File: config.mk
export PLATFORM = sky130hd
export DESIGN_NAME = i2c_reg_ctrl
export DESIGN_NICKNAME = d
export VERILOG_FILES = /design/src/rtl/i2c_reg_ctrl.sv
export SDC_FILE = /design/constraint.sdc
export NUM_CORES = 1
export LEC_CHECK = 0
export CAP_MARGIN = 15
export CORE_MARGIN = 2
export CORE_UTILIZATION = 40
export CTS_CLUSTER_DIAMETER = 30
export DETAILED_ROUTE_END_ITERATION = 16
export PLACE_DENSITY = 0.62
export SETUP_SLACK_MARGIN = 0.5
export SLEW_MARGIN = 40
export SYNTH_ARGS = -nofsm -noshare
export SYNTH_HDL_FRONTEND = slang
export SYNTH_SLANG_ARGS = --single-unit
File: constraint.sdc
create_clock -name iClk -period 3.4 [get_ports iClk]
set_input_delay 0.68 -clock iClk [delete_from_list [all_inputs] [get_ports iClk]]
set_output_delay 0.68 -clock iClk [all_outputs]
set_load 0.02 [all_outputs]
File: src/rtl/i2c_reg_ctrl.sv
// i2c_reg_ctrl: register-access sequencer in front of a byte-level I2C master.
// Takes one command, drives the master's Start/Write/Read/Stop strobes byte by
// byte, pulls write data from a valid/ready stream and pushes read bytes out
// as single-cycle valid pulses. Ends each transaction with an oDone pulse and a
// 2-bit error code.
module i2c_reg_ctrl #(
   parameter int CLK_FREQ    = 100_000_000,
   parameter int I2C_FREQ    = 100_000,
   parameter int LEN_W       = 4,
   parameter int TIMEOUT_CYC = 200_000
) (
   input  logic             iClk,
   input  logic             iRst_n,
   input  logic             iCmd_Valid,
   output logic             oCmd_Ready,
   input  logic             iCmd_Rw,
   input  logic [6:0]       iCmd_Dev,
   input  logic [7:0]       iCmd_Reg,
   input  logic [LEN_W-1:0] iCmd_Len,
   input  logic [7:0]       iWr_Data,
   input  logic             iWr_Valid,
   output logic             oWr_Ready,
   output logic [7:0]       oRd_Data,
   output logic             oRd_Valid,
   output logic             oDone,
   output logic [1:0]       oErr,
   output logic             oBusy,
   output logic             oI2C_Start,
   output logic             oI2C_Write,
   output logic             oI2C_Read,
   output logic             oI2C_Stop,
   output logic [7:0]       oI2C_TxData,
   input  logic             iI2C_TxDone,
   input  logic             iI2C_TxReady,
   input  logic             iI2C_RxDone,
   input  logic [7:0]       iI2C_RxData
);

   // Length of the master's STOP sequence in system clocks, plus the last
   // timer value of the STOP wait and of a master-event wait.
   localparam int          STOP_CYC     = CLK_FREQ / I2C_FREQ;
   localparam logic [31:0] STOP_LAST    = 32'(STOP_CYC + 1);
   localparam logic [31:0] TIMEOUT_LAST = 32'(TIMEOUT_CYC - 1);

   typedef enum logic [3:0] {
      S_IDLE, S_ADDR, S_REG, S_WREQ, S_WDATA, S_RADDR,
      S_READ, S_STOP, S_STOP_WAIT, S_DONE
   } state_t;

   // Byte states go through issue (strobe), wait (for the master's done
   // pulse) and, for transmitted bytes, a single ACK-check cycle.
   typedef enum logic [1:0] {
      PH_ISSUE, PH_WAIT, PH_ACK
   } phase_t;

   state_t           r_state, w_stateNext;
   phase_t           r_phase, w_phaseNext;
   logic [6:0]       r_dev;
   logic [7:0]       r_reg;
   logic             r_rw;
   logic [LEN_W-1:0] r_cnt;
   logic [31:0]      r_timer;
   logic [7:0]       r_txData;
   logic [1:0]       r_err;
   logic [7:0]       r_rdData;
   logic             r_rdValid;

   logic             w_start, w_write, w_read, w_stop;
   logic             w_accept, w_txLoad, w_errSet, w_cntDec, w_tmo;
   logic [7:0]       w_txNext;
   logic [1:0]       w_errVal;
   logic             w_expired, w_lastByte, w_rxCapture;

   assign w_expired   = (r_timer >= TIMEOUT_LAST);
   assign w_lastByte  = (r_cnt == LEN_W'(1));
   assign w_rxCapture = iI2C_RxDone && (r_state == S_READ) && (r_phase == PH_WAIT);

   // Next-state and strobe decode. A byte state only strobes when the master
   // is holding (TxReady), except the very first Start of a transaction.
   // Any wait on the master that runs out of time ends the transaction with
   // error 3, closing the bus with a Stop if the master can still take one.
   always_comb begin
      w_stateNext = r_state;
      w_phaseNext = r_phase;
      w_start     = 1'b0;
      w_write     = 1'b0;
      w_read      = 1'b0;
      w_stop      = 1'b0;
      w_accept    = 1'b0;
      w_txLoad    = 1'b0;
      w_txNext    = r_txData;
      w_errSet    = 1'b0;
      w_errVal    = 2'd0;
      w_cntDec    = 1'b0;
      w_tmo       = 1'b0;
      case (r_state)
         S_IDLE: begin
            if (iCmd_Valid) begin
               w_accept    = 1'b1;
               w_stateNext = S_ADDR;
               w_txLoad    = 1'b1;
               w_txNext    = {iCmd_Dev, 1'b0};
            end
         end
         S_ADDR, S_REG, S_WDATA, S_RADDR: begin
            case (r_phase)
               PH_ISSUE: begin
                  if ((r_state == S_ADDR) || iI2C_TxReady) begin
                     w_start     = (r_state == S_ADDR) || (r_state == S_RADDR);
                     w_write     = (r_state == S_REG) || (r_state == S_WDATA);
                     w_phaseNext = PH_WAIT;
                  end else begin
                     w_tmo = w_expired;
                  end
               end
               PH_WAIT: begin
                  if (iI2C_TxDone) begin
                     w_phaseNext = PH_ACK;
                  end else begin
                     w_tmo = w_expired;
                  end
               end
               default: begin
                  if (!iI2C_TxReady) begin
                     w_errSet    = 1'b1;
                     w_errVal    = ((r_state == S_ADDR) || (r_state == S_RADDR)) ? 2'd1 : 2'd2;
                     w_stateNext = S_STOP_WAIT;
                  end else begin
                     case (r_state)
                        S_ADDR: begin
                           w_stateNext = S_REG;
                           w_txLoad    = 1'b1;
                           w_txNext    = r_reg;
                        end
                        S_REG: begin
                           if (r_cnt == '0) begin
                              w_stateNext = S_STOP;
                           end else if (r_rw) begin
                              w_stateNext = S_RADDR;
                              w_txLoad    = 1'b1;
                              w_txNext    = {r_dev, 1'b1};
                           end else begin
                              w_stateNext = S_WREQ;
                           end
                        end
                        S_WDATA: begin
                           if (w_lastByte) begin
                              w_stateNext = S_STOP;
                           end else begin
                              w_cntDec    = 1'b1;
                              w_stateNext = S_WREQ;
                           end
                        end
                        default: begin
                           w_stateNext = S_READ;
                        end
                     endcase
                  end
               end
            endcase
         end
         S_WREQ: begin
            if (iWr_Valid) begin
               w_txLoad    = 1'b1;
               w_txNext    = iWr_Data;
               w_stateNext = S_WDATA;
            end
         end
         S_READ: begin
            if (r_phase == PH_ISSUE) begin
               if (iI2C_TxReady) begin
                  w_read      = 1'b1;
                  w_stop      = w_lastByte;
                  w_phaseNext = PH_WAIT;
               end else begin
                  w_tmo = w_expired;
               end
            end else begin
               if (iI2C_RxDone) begin
                  if (w_lastByte) begin
                     w_stateNext = S_STOP_WAIT;
                  end else begin
                     w_cntDec    = 1'b1;
                     w_phaseNext = PH_ISSUE;
                  end
               end else begin
                  w_tmo = w_expired;
               end
            end
         end
         S_STOP: begin
            if (iI2C_TxReady) begin
               w_stop      = 1'b1;
               w_stateNext = S_STOP_WAIT;
            end else begin
               w_tmo = w_expired;
            end
         end
         S_STOP_WAIT: begin
            if (r_timer == STOP_LAST) begin
               w_stateNext = S_DONE;
            end
         end
         S_DONE: begin
            w_stateNext = S_IDLE;
         end
         default: begin
            w_stateNext = S_IDLE;
         end
      endcase
      if (w_tmo) begin
         w_errSet = 1'b1;
         w_errVal = 2'd3;
         if (iI2C_TxReady) begin
            w_stop      = 1'b1;
            w_stateNext = S_STOP_WAIT;
         end else begin
            w_stateNext = S_DONE;
         end
      end
      if (w_stateNext != r_state) begin
         w_phaseNext = PH_ISSUE;
      end
   end

   // State, phase and the shared wait timer, which restarts on every state or
   // phase change and saturates so an idle controller never wraps it.
   always_ff @(posedge iClk or negedge iRst_n) begin
      if (!iRst_n) begin
         r_state <= S_IDLE;
         r_phase <= PH_ISSUE;
         r_timer <= '0;
      end else begin
         r_state <= w_stateNext;
         r_phase <= w_phaseNext;
         if ((w_stateNext != r_state) || (w_phaseNext != r_phase)) begin
            r_timer <= '0;
         end else if (r_timer != '1) begin
            r_timer <= r_timer + 32'd1;
         end
      end
   end

   // Command latch, byte counter, transmit byte and error code. The error is
   // cleared only when the next command is accepted.
   always_ff @(posedge iClk or negedge iRst_n) begin
      if (!iRst_n) begin
         r_dev    <= '0;
         r_reg    <= '0;
         r_rw     <= 1'b0;
         r_cnt    <= '0;
         r_txData <= '0;
         r_err    <= 2'd0;
      end else begin
         if (w_accept) begin
            r_dev <= iCmd_Dev;
            r_reg <= iCmd_Reg;
            r_rw  <= iCmd_Rw;
            r_cnt <= iCmd_Len;
            r_err <= 2'd0;
         end else begin
            if (w_cntDec) begin
               r_cnt <= r_cnt - LEN_W'(1);
            end
            if (w_errSet) begin
               r_err <= w_errVal;
            end
         end
         if (w_txLoad) begin
            r_txData <= w_txNext;
         end
      end
   end

   // Read capture: the byte is only valid during the master's RxDone pulse,
   // so it is registered and announced with a one-cycle valid afterwards.
   always_ff @(posedge iClk or negedge iRst_n) begin
      if (!iRst_n) begin
         r_rdData  <= '0;
         r_rdValid <= 1'b0;
      end else begin
         r_rdValid <= w_rxCapture;
         if (w_rxCapture) begin
            r_rdData <= iI2C_RxData;
         end
      end
   end

   assign oCmd_Ready  = (r_state == S_IDLE);
   assign oBusy       = (r_state != S_IDLE);
   assign oWr_Ready   = (r_state == S_WREQ);
   assign oDone       = (r_state == S_DONE);
   assign oErr        = r_err;
   assign oRd_Data    = r_rdData;
   assign oRd_Valid   = r_rdValid;
   assign oI2C_Start  = w_start;
   assign oI2C_Write  = w_write;
   assign oI2C_Read   = w_read;
   assign oI2C_Stop   = w_stop;
   assign oI2C_TxData = r_txData;

endmodule

==> results.sh, run 1 <==
export IMPL_status="finished clean"
export IMPL_critPathArrivalTime_ns=2.13
export IMPL_drive_above_1_share_pct=17.55
export IMPL_p_leak_uw=0.002475
export IMPL_reg2regPathDepth=10
export IMPL_synth_nets=567
export IMPL_synth_edf_count=0
export IMPL_grt_max_degree=78
export IMPL_fin_ws_ns=0.5913
export IMPL_synth_top_area_share_pct=42.74
export IMPL_worstSetupPathType="input pin to output port"
export IMPL_synth_warnings=0
export IMPL_final_common_cell="nand2_1"
export IMPL_cts_made_buffers=9
export IMPL_synth_ff_type="dfrtp_1"
export IMPL_hold_viol_final=0
export IMPL_drtPass1Iterations=5
export IMPL_ir_worst_vdd_v=0.0005083
export IMPL_required_ns=2.72
export IMPL_r2r_end="r_timer[21]$_DFFE_PN0P_"
export IMPL_comb_power_share_pct=44.5
export IMPL_yosysTopAreaCell="dfrtp_1"
export IMPL_fin_crit_sh_pct=82.61
export IMPL_rows=38
export IMPL_end_kind="output port"
export IMPL_maxSlewHeadroom_pct=52.58
export IMPL_grt_pass1_wl_mm=18.33
export IMPL_track_usage_pct=19.39
export IMPL_pre_cts_slack_ns=-0.04892
export IMPL_fmax_mhz=356.0
export IMPL_clkSlewWorstSetupHoldPaths_ns=0.06
export IMPL_gp_congestion=0.8863
export IMPL_cap_violations=0
export IMPL_dp_cells=726
export IMPL_dp_hpwl_mm=8.019
export IMPL_worstHoldPathType="input pin to async pin"
export IMPL_wl_per_cell_um=15.00
export IMPL_root_buffer="clkbuf_16"
export IMPL_crit_fanout=2
export IMPL_seq_power_share_pct=29.9
export IMPL_synth_async_sr_flop_share_pct=100.0
export IMPL_detail_route_antenna_nets=0
export IMPL_p_switching_uw=1593
export IMPL_stdcell_count=744
export IMPL_core_mm2=0.01094
export IMPL_switching_share_pct=37.89
export IMPL_worst_pin_slew_ns=0.7114
export IMPL_vias=3932
export IMPL_antennaDiodeCount=0
export IMPL_top_register="r_timer"
export IMPL_drt_vias_per_instance=5.285
export IMPL_final_cell_mix="119 x nand2_1, 72 x dfrtp_1, 62 x clkdlybuf4s50_1"
export IMPL_final_area_mm2=0.005836
export IMPL_cts_tree="yes"
export IMPL_io_buffers=69
export IMPL_boundaryPins=70
export IMPL_ys_seq_area_share_pct=42.74
export IMPL_antenna_found_initial=0
export IMPL_totalWireLength_mm=11.16
export IMPL_clk_path_buf_depth=2
export IMPL_skew_ns=0.007649
export IMPL_die_h_um=110.2
export IMPL_rsz0062_at_grt="true"
export IMPL_areaGrowthSynthToFinish_pct=29.45
export IMPL_cts_sinks=77
export IMPL_avgSynthCellArea_um2=8.686
export IMPL_fin_nets=649
export IMPL_ys_ff_latch=77
export IMPL_start_kind="input pin"
export IMPL_p_int_uw=2612
export IMPL_largest_reg_flops=32
export IMPL_p_clk_share_pct=25.5
export IMPL_syn_inst=519
export IMPL_die_w_um=110.2
export IMPL_grt_pass1_vias=3778
export IMPL_r2r_slack_ns=0.66
export IMPL_drt_iter0_drc=182
export IMPL_layout_min_cycle_time_ns=2.809
export IMPL_setup_tns_final_ns=0
export IMPL_worstSkewPairLatency_ns=0.33
export IMPL_fin_total_pwr_uw=4205
export IMPL_h_tree_depth=3
export IMPL_ys_types=64
export IMPL_yosys_top_cells_area="dfrtp_1 43%, nand2_1 9.9%, nor2_2 4.3%"
export IMPL_p_per_area_mw_per_mm2=720.6
export IMPL_start_util_pct=41.22
export IMPL_drv_slew=0
export IMPL_setup_viol=0
export IMPL_fill_cells=1053
export IMPL_die_area_mm2=0.01214
export IMPL_drc=0
export IMPL_overflow=0
export IMPL_syn_area_mm2=0.004508
export IMPL_post_dp_cell_area_mm2=0.005413
export IMPL_r2r_start="r_cnt[1]$_DFFE_PN0P_"
layout make-up:
cell class                 instances  area [µm²]  share of cell area (%)
clock buffer                      10       229.0                   3.924
clock inverter                     4       98.84                   1.694
inverter                          16       60.06                   1.029
multi-input combinational        403        2452                   42.02
sequential                        77        1933                   33.13
tap                              140       175.2                   3.002
timing repair buffer              94       887.1                   15.20
synthesized netlist by cell type, types with 2 or more instances:
master,count
a21oi_1,14
or3_1,2
a221oi_1,7
buf_6,5
xnor2_1,15
nor4_1,9
nor3_1,5
buf_2,7
nor2_1,39
nand2b_1,5
and4_1,2
o31a_1,3
dfrtp_1,77
o2111ai_1,2
or3b_2,2
inv_1,15
o21ai_0,26
a22o_1,4
nand4_1,10
a211oi_2,2
nand2_1,119
nor2b_1,5
ha_1,5
a211oi_1,3
nor2_2,31
nor4_2,2
nor4b_2,2
xor2_1,19
nand3_1,23
buf_1,2
o211ai_1,2
a31oi_1,4
and2_1,3
clkbuf_1,9
o21ai_1,3
and3_1,8
how the worst max path moves through the flow:
stage                                       start         to  slack (ns)  cells after the start
final                                 iI2C_TxDone  oI2C_Stop        0.59                      8
after global routing      r_timer[13]$_DFFE_PN0P_  oI2C_Stop        0.46                      8
after CTS                            iI2C_TxReady  oI2C_Stop        0.40                      7
after detailed placement             iI2C_TxReady  oI2C_Stop       -0.05                      7
after global placement               iI2C_TxReady  oI2C_Stop       -0.03                      7
after floorplan                      iI2C_TxReady  oI2C_Stop        0.70                      6
what timing repair did:
action                                  4_1_cts  5_1_grt
gates resized for setup                      15       21
hold buffers                                  0        0
setup buffers                                 2        2
pin swaps                                     4        6
endpoints found under the setup margin       36       38
power by group through the flow:
stage	clock (µW)	sequential (µW)	combinational, µW
after global placement	0	1260	1770
after floorplan	0	1280	1220
after detailed placement	0	1270	1790
final	1070	1260	1870
after CTS	1100	1260	1830
after global routing	1140	1290	2060
metal layers:
| metal | track usage, % | up-vias | part of all wire [%] |
|---|---|---|---|
| met5 | 0 | - | 0 |
| met4 | 5.714 | 0 | 1.5 |
| met3 | 4.056 | 18 | 5.0 |
| met2 | 31.77 | 94 | 49 |
| met1 | 25.91 | 1875 | 45 |
| li1 | - | 1945 | - |
kinds of logic after synthesis:
kind of cell    Yosys count  synth area share, %
fa+ha+maj                 5                1.388
flops                    77                42.74
buf+inv                  39                4.274
simple gates            278                31.25
compound gates           84                13.27
mux                       2               0.4718
xor+xnor                 34                6.606
stage by stage:
stage,util (%),hold slack [ns]
after CTS,52.57,0.4112
after global routing,53.36,0.4373
after floorplan,-,0.3844
final,53.36,0.3652
after detailed placement,49.50,0.4651
after global placement,49.46,0.4573
critical path: stages:
cell	delay, ns
clkdlybuf4s50_1	0.43
nand2b_4	0.15
o31a_1	0.10
o32a_1	0.32
nor2_2	0.11
o21ai_1	0.08
o21ai_1	0.09
buf_4	0.16
(Power assumes the default switching activity.)
==> run 2: changes to the inputs <==
PLACE_DENSITY = 0.65   (was 0.62)
clock period = 2.4 ns   (was 3.4 ns; I/O delays follow)
==> results.sh, run 2 (synthesis results as in run 1) <==
export IMPL_seq_power_share_pct=22.5
export IMPL_p_clk_share_pct=16.9
export IMPL_cts_sinks=77
export IMPL_hold_ws_ns=0.1171
export IMPL_maxSlewHeadroom_pct=63.19
export IMPL_start_util_pct=41.22
export IMPL_p_switching_uw=3302
export IMPL_comb_power_share_pct=60.6
export IMPL_grt_max_degree=41
export IMPL_r2r_end="r_timer[28]$_DFFE_PN0P_"
export IMPL_top_register="r_timer"
export IMPL_grt_pass1_vias=4538
export IMPL_cts_made_buffers=9
export IMPL_die_w_um=110.2
export IMPL_boundaryPins=70
export IMPL_utilization_pct=68.24
export IMPL_root_buffer="clkbuf_16"
export IMPL_clkSlewWorstSetupHoldPaths_ns=0.07
export IMPL_dp_hpwl_mm=8.841
export IMPL_h_tree_depth=3
export IMPL_core_mm2=0.01094
export IMPL_setup_viol=34
export IMPL_totalWireLength_mm=14.47
export IMPL_worstSetupPathType="flop to flop"
export IMPL_final_cell_mix="109 x nand2_1, 95 x buf_4, 75 x dfrtp_1"
export IMPL_antennaDiodeCount=0
export IMPL_overflow=0
export IMPL_layout_min_cycle_time_ns=2.576
export IMPL_cts_tree="yes"
export IMPL_wl_per_cell_um=16.87
export IMPL_crit_path_end="r_timer[28]$_DFFE_PN0P_"
export IMPL_drive_above_1_share_pct=38.16
export IMPL_drt_vias_per_instance=5.381
export IMPL_die_h_um=110.2
export IMPL_clk_path_buf_depth=2
export IMPL_p_int_uw=4642
export IMPL_detail_route_antenna_nets=0
export IMPL_end_kind="flop"
export IMPL_fin_ws_ns=-0.1762
export IMPL_final_common_cell="nand2_1"
export IMPL_r2r_start="r_state[1]$_DFF_PN0_"
export IMPL_switching_share_pct=41.56
export IMPL_rows=38
export IMPL_violations="setup timing"
export IMPL_antenna_found_initial=0
export IMPL_grt_pass1_wl_mm=20.87
export IMPL_hold_buffers=0
export IMPL_critPathArrivalTime_ns=2.84
export IMPL_crit_fanout=10
export IMPL_rsz0062_at_grt="true"
export IMPL_fin_nets=761
export IMPL_gp_congestion=0.8837
export IMPL_areaGrowthSynthToFinish_pct=65.53
export IMPL_drv_slew=0
export IMPL_r2r_slack_ns=-0.18
export IMPL_start_kind="flop"
export IMPL_hold_viol_final=0
export IMPL_drt_iter0_drc=232
export IMPL_fin_crit_sh_pct=107.3
export IMPL_worstSkewPairLatency_ns=0.34
export IMPL_io_buffers=69
export IMPL_drtPass1Iterations=5
export IMPL_skew_ns=0.01069
export IMPL_ir_worst_vdd_v=0.0008647
export IMPL_status="finished, violations left"
export IMPL_die_area_mm2=0.01214
export IMPL_p_per_area_mw_per_mm2=1065
export IMPL_setup_tns_final_ns=-4.794
export IMPL_fmax_mhz=388.2
export IMPL_reg2regPathDepth=11
export IMPL_worst_pin_slew_ns=0.5521
export IMPL_p_leak_uw=0.003217
export IMPL_vias=4617
export IMPL_cap_violations=0
export IMPL_track_usage_pct=21.89
export IMPL_largest_reg_flops=32
export IMPL_critPathLaunch="r_state[1]$_DFF_PN0_"
export IMPL_worstHoldPathType="input pin to async pin"
export IMPL_drc=0
export IMPL_required_ns=2.67
==> run 2: how the worst min path moves through the flow <==
stage	start	end	slack, ns	depth (start not counted)
3_3_place_gp	r_reg[0]$_DFFE_PN0P_	r_reg[0]$_DFFE_PN0P_	0.46	2
6_report	iRst_n	r_cnt[2]$_DFFE_PN0P_	0.12	1
2_1_floorplan	iRst_n	oErr[0]$_DFFE_PN0P_	0.18	0
3_5_place_dp	r_reg[0]$_DFFE_PN0P_	r_reg[0]$_DFFE_PN0P_	0.46	2
5_1_grt	iRst_n	r_cnt[3]$_DFFE_PN0P_	0.15	1
4_1_cts	iRst_n	r_cnt[2]$_DFFE_PN0P_	0.14	1
==> run 2: through the flow <==
| stage | cell area, µm² | worst slack (ns) | total power [µW] | cells |
|---|---|---|---|---|
| floorplan | 4604 | 0.1683 | 3627 | 519 |
| global placement | 6062 | -0.5196 | 4629 | 801 |
| detailed placement | 6062 | -0.5425 | 4687 | 801 |
| CTS | 6908 | -0.1203 | 7026 | 845 |
| global route | 7462 | -0.2596 | 8333 | 858 |
| finish | 7462 | -0.1762 | 7945 | 858 |
==> run 2: final cells by class <==
| cell class | instances | area, µm² |
|---|---|---|
| Fill cell | 801 | 3473 |
| Tap cell | 140 | 175.2 |
| Multi-Input combinational cell | 403 | 2989 |
| Timing Repair Buffer | 206 | 2018 |
| Clock buffer | 9 | 225.2 |
| Inverter | 16 | 61.31 |
| Sequential cell | 77 | 1929 |
| Clock inverter | 7 | 63.81 |
==> run 2: what timing repair did <==
action,CTS,global route
pin swaps,22,39
buffers inserted,25,9
gates resized for setup,127,87
cloned,3,4
endpoints found under the setup margin,74,82
==> run 2: power groups by stage <==
stage          combinational (µW)  sequential (µW)  clock, µW
2_1_floorplan                1810             1820          0
3_3_place_gp                 2870             1760          0
3_5_place_dp                 2920             1770          0
4_1_cts                      3900             1760       1360
5_1_grt                      5090             1810       1430
6_report                     4810             1790       1350
==> run 2: critical path: stages (launching register included) <==
cell	delay [ns]
dfrtp_2	0.40
buf_6	0.14
buf_12	0.14
or4b_4	0.52
o2111ai_4	0.24
buf_6	0.13
o21ai_2	0.07
a211oi_4	0.31
o211ai_4	0.13
buf_6	0.16
clkbuf_16	0.17
nor2_4	0.09
==> run 2: routing by layer <==
metal	wire [µm]	GRT usage, %
met1	5815	26.38
met4	395	5.804
met3	752	3.880
met5	0	0
met2	7510	40.10
==> run 3: changes to the inputs <==
CORE_MARGIN = 5   (was 2)
==> results.sh, run 3 (synthesis results as in run 1) <==
export IMPL_status="finished, violations left"
export IMPL_violations="setup timing"
export IMPL_r2r_slack_ns=-0.17
export IMPL_rsz0062_at_grt="true"
export IMPL_fin_nets=757
export IMPL_drive_above_1_share_pct=37.82
export IMPL_crit_fanout=3
export IMPL_fin_total_pwr_uw=7035
export IMPL_dp_hpwl_mm=9.146
export IMPL_cts_made_buffers=9
export IMPL_worstPathCellList="nor4b_2 -> buf_4 -> o31a_1 -> o32a_1 -> nor2_4 -> o21ai_2 -> o21ai_2 -> buf_6"
export IMPL_antenna_found_initial=0
export IMPL_overflow=0
export IMPL_reg2regPathDepth=10
export IMPL_start_util_pct=41.22
export IMPL_root_buffer="clkbuf_16"
export IMPL_antennaDiodeCount=0
export IMPL_layout_min_cycle_time_ns=2.588
export IMPL_start_kind="flop"
export IMPL_die_w_um=116.2
export IMPL_final_common_cell="nand2_1"
export IMPL_rows=38
export IMPL_detail_route_antenna_nets=0
export IMPL_drt_iter0_drc=367
export IMPL_drtPass1Iterations=5
export IMPL_maxSlewHeadroom_pct=59.05
export IMPL_worstSetupPathType="flop to output port"
export IMPL_worstHoldPathType="input pin to async pin"
export IMPL_worstSkewPairLatency_ns=0.35
export IMPL_wl_per_cell_um=16.44
export IMPL_grt_pass1_vias=4481
export IMPL_setup_viol=35
export IMPL_grt_max_degree=43
export IMPL_track_usage_pct=19.54
export IMPL_h_tree_depth=3
export IMPL_drt_vias_per_instance=5.386
export IMPL_skew_ns=0.007784
export IMPL_clkSlewWorstSetupHoldPaths_ns=0.07
export IMPL_fmax_mhz=386.3
export IMPL_hold_viol_final=0
export IMPL_end_kind="output port"
export IMPL_dp_cells=803
export IMPL_crit_family="compound AO/OA/AOI/OAI gates"
export IMPL_r2r_end="r_timer[24]$_DFFE_PN0P_"
export IMPL_worst_pin_slew_ns=0.6142
export IMPL_required_ns=1.92
export IMPL_ir_worst_vdd_v=0.0005540
export IMPL_critPathBufInv=2
export IMPL_cap_violations=0
export IMPL_drc=0
export IMPL_cpPeakStageDelay_ns=0.41
export IMPL_cts_tree="yes"
export IMPL_fin_crit_sh_pct=107.9
export IMPL_stdcell_count=854
export IMPL_p_leak_uw=0.003153
export IMPL_final_cell_mix="109 x nand2_1, 97 x buf_4, 75 x dfrtp_1"
export IMPL_fill_cells=852
export IMPL_r2r_start="r_state[0]$_DFF_PN0_"
export IMPL_vias=4600
export IMPL_grt_pass1_wl_mm=21.26
export IMPL_p_per_area_mw_per_mm2=979.1
export IMPL_die_area_mm2=0.01349
export IMPL_top_register="r_timer"
export IMPL_cts_sinks=77
export IMPL_die_h_um=116.2
export IMPL_core_mm2=0.01094
export IMPL_fin_ws_ns=-0.1885
export IMPL_cpMostUsedCell="o21ai_2"
export IMPL_boundaryPins=70
export IMPL_totalWireLength_mm=14.04
export IMPL_worst_path_max_delay_cell="dfrtp_1"
export IMPL_clk_path_buf_depth=2
export IMPL_largest_reg_flops=32
export IMPL_io_buffers=69
export IMPL_critPathArrivalTime_ns=2.11
export IMPL_drv_slew=0
export IMPL_areaGrowthSynthToFinish_pct=59.39
export IMPL_gp_congestion=0.8253
[run 3: cell count changes in the layout (fill, tap and decap cells not counted), sizes merged]
cell | previous run | this run
bufinv | 0 | 1
dlymetal6s2s | 0 | 1
clkinv | 2 | 1
buf | 143 | 139
dlygate4sd2 | 1 | 0
[run 3: stage by stage]
step / hold slack [ns] / utilization (%) / setup WS, ns / instance area (µm²) / TNS (ns)
final: 0.1419 / 65.71 / -0.1885 / 7186 / -5.023
after global routing: 0.1921 / 65.71 / -0.2783 / 7186 / -8.316
after CTS: 0.1629 / 60.10 / -0.1323 / 6573 / -3.354
after detailed placement: 0.4616 / 55.57 / -0.5761 / 6077 / -15.62
after global placement: 0.4562 / 55.57 / -0.5226 / 6077 / -13.21
after floorplan: 0.1844 / - / 0.1683 / 4604 / 0
[run 3: metal layers]
layer | GRT usage, % | vias up | share of wire, %
met5 | 0 | - | 0
li1 | - | 2176 | -
met4 | 8.585 | 0 | 3.4
met2 | 32.22 | 168 | 50
met1 | 25.78 | 2218 | 41
met3 | 2.694 | 38 | 5.5
[run 3: layout make-up]
type | instances | area (µm²) | area share, %
clock buffer | 9 | 225.2 | 3.134
clock inverter | 7 | 80.08 | 1.114
inverter | 16 | 63.81 | 0.8880
multi-input combinational | 403 | 2771 | 38.57
sequential | 77 | 1929 | 26.85
tap | 140 | 175.2 | 2.438
timing repair buffer | 202 | 1941 | 27.01
[run 3: report_power, final]
part	internal, µW	switching, µW	total (µW)
combinational	1820	2020	3840
clock	822	597	1420
sequential	1580	199	1780
total	4220	2810	7040
[run 3: worst max path at each step]
stage	end	cells after the start	start	slack [ns]
2_1_floorplan	r_timer[8]$_DFFE_PN0P_	10	r_state[3]$_DFF_PN0_	0.17
3_3_place_gp	oI2C_Stop	7	iI2C_TxReady	-0.52
3_5_place_dp	oI2C_Stop	7	iI2C_TxReady	-0.58
4_1_cts	oI2C_Stop	8	r_state[0]$_DFF_PN0_	-0.13
5_1_grt	r_timer[24]$_DFFE_PN0P_	10	r_timer[19]$_DFFE_PN0P_	-0.28
6_report	oI2C_Stop	8	r_state[0]$_DFF_PN0_	-0.19
[run 3: worst reg2reg max path, stage by stage (launching register included)]
cell and delay, ns:
dfrtp_1 0.41, buf_6 0.15, buf_8 0.13, or4b_4 0.55, a211oi_2 0.20, nand4b_4 0.20, mux2i_4 0.09, o41ai_4 0.26
o211ai_4 0.20, clkbuf_16 0.23, nor2_2 0.10
[run 3: what timing repair did]
| action | 4_1_cts | 5_1_grt |
|---|---|---|
| endpoints found under the setup margin | 73 | 74 |
| gates resized for setup | 71 | 105 |
| cloned | 0 | 4 |
| hold buffers | 0 | 0 |
| buffers inserted | 10 | 21 |
| endpoints found under the hold margin | 0 | 0 |
| pin swaps | 11 | 30 |
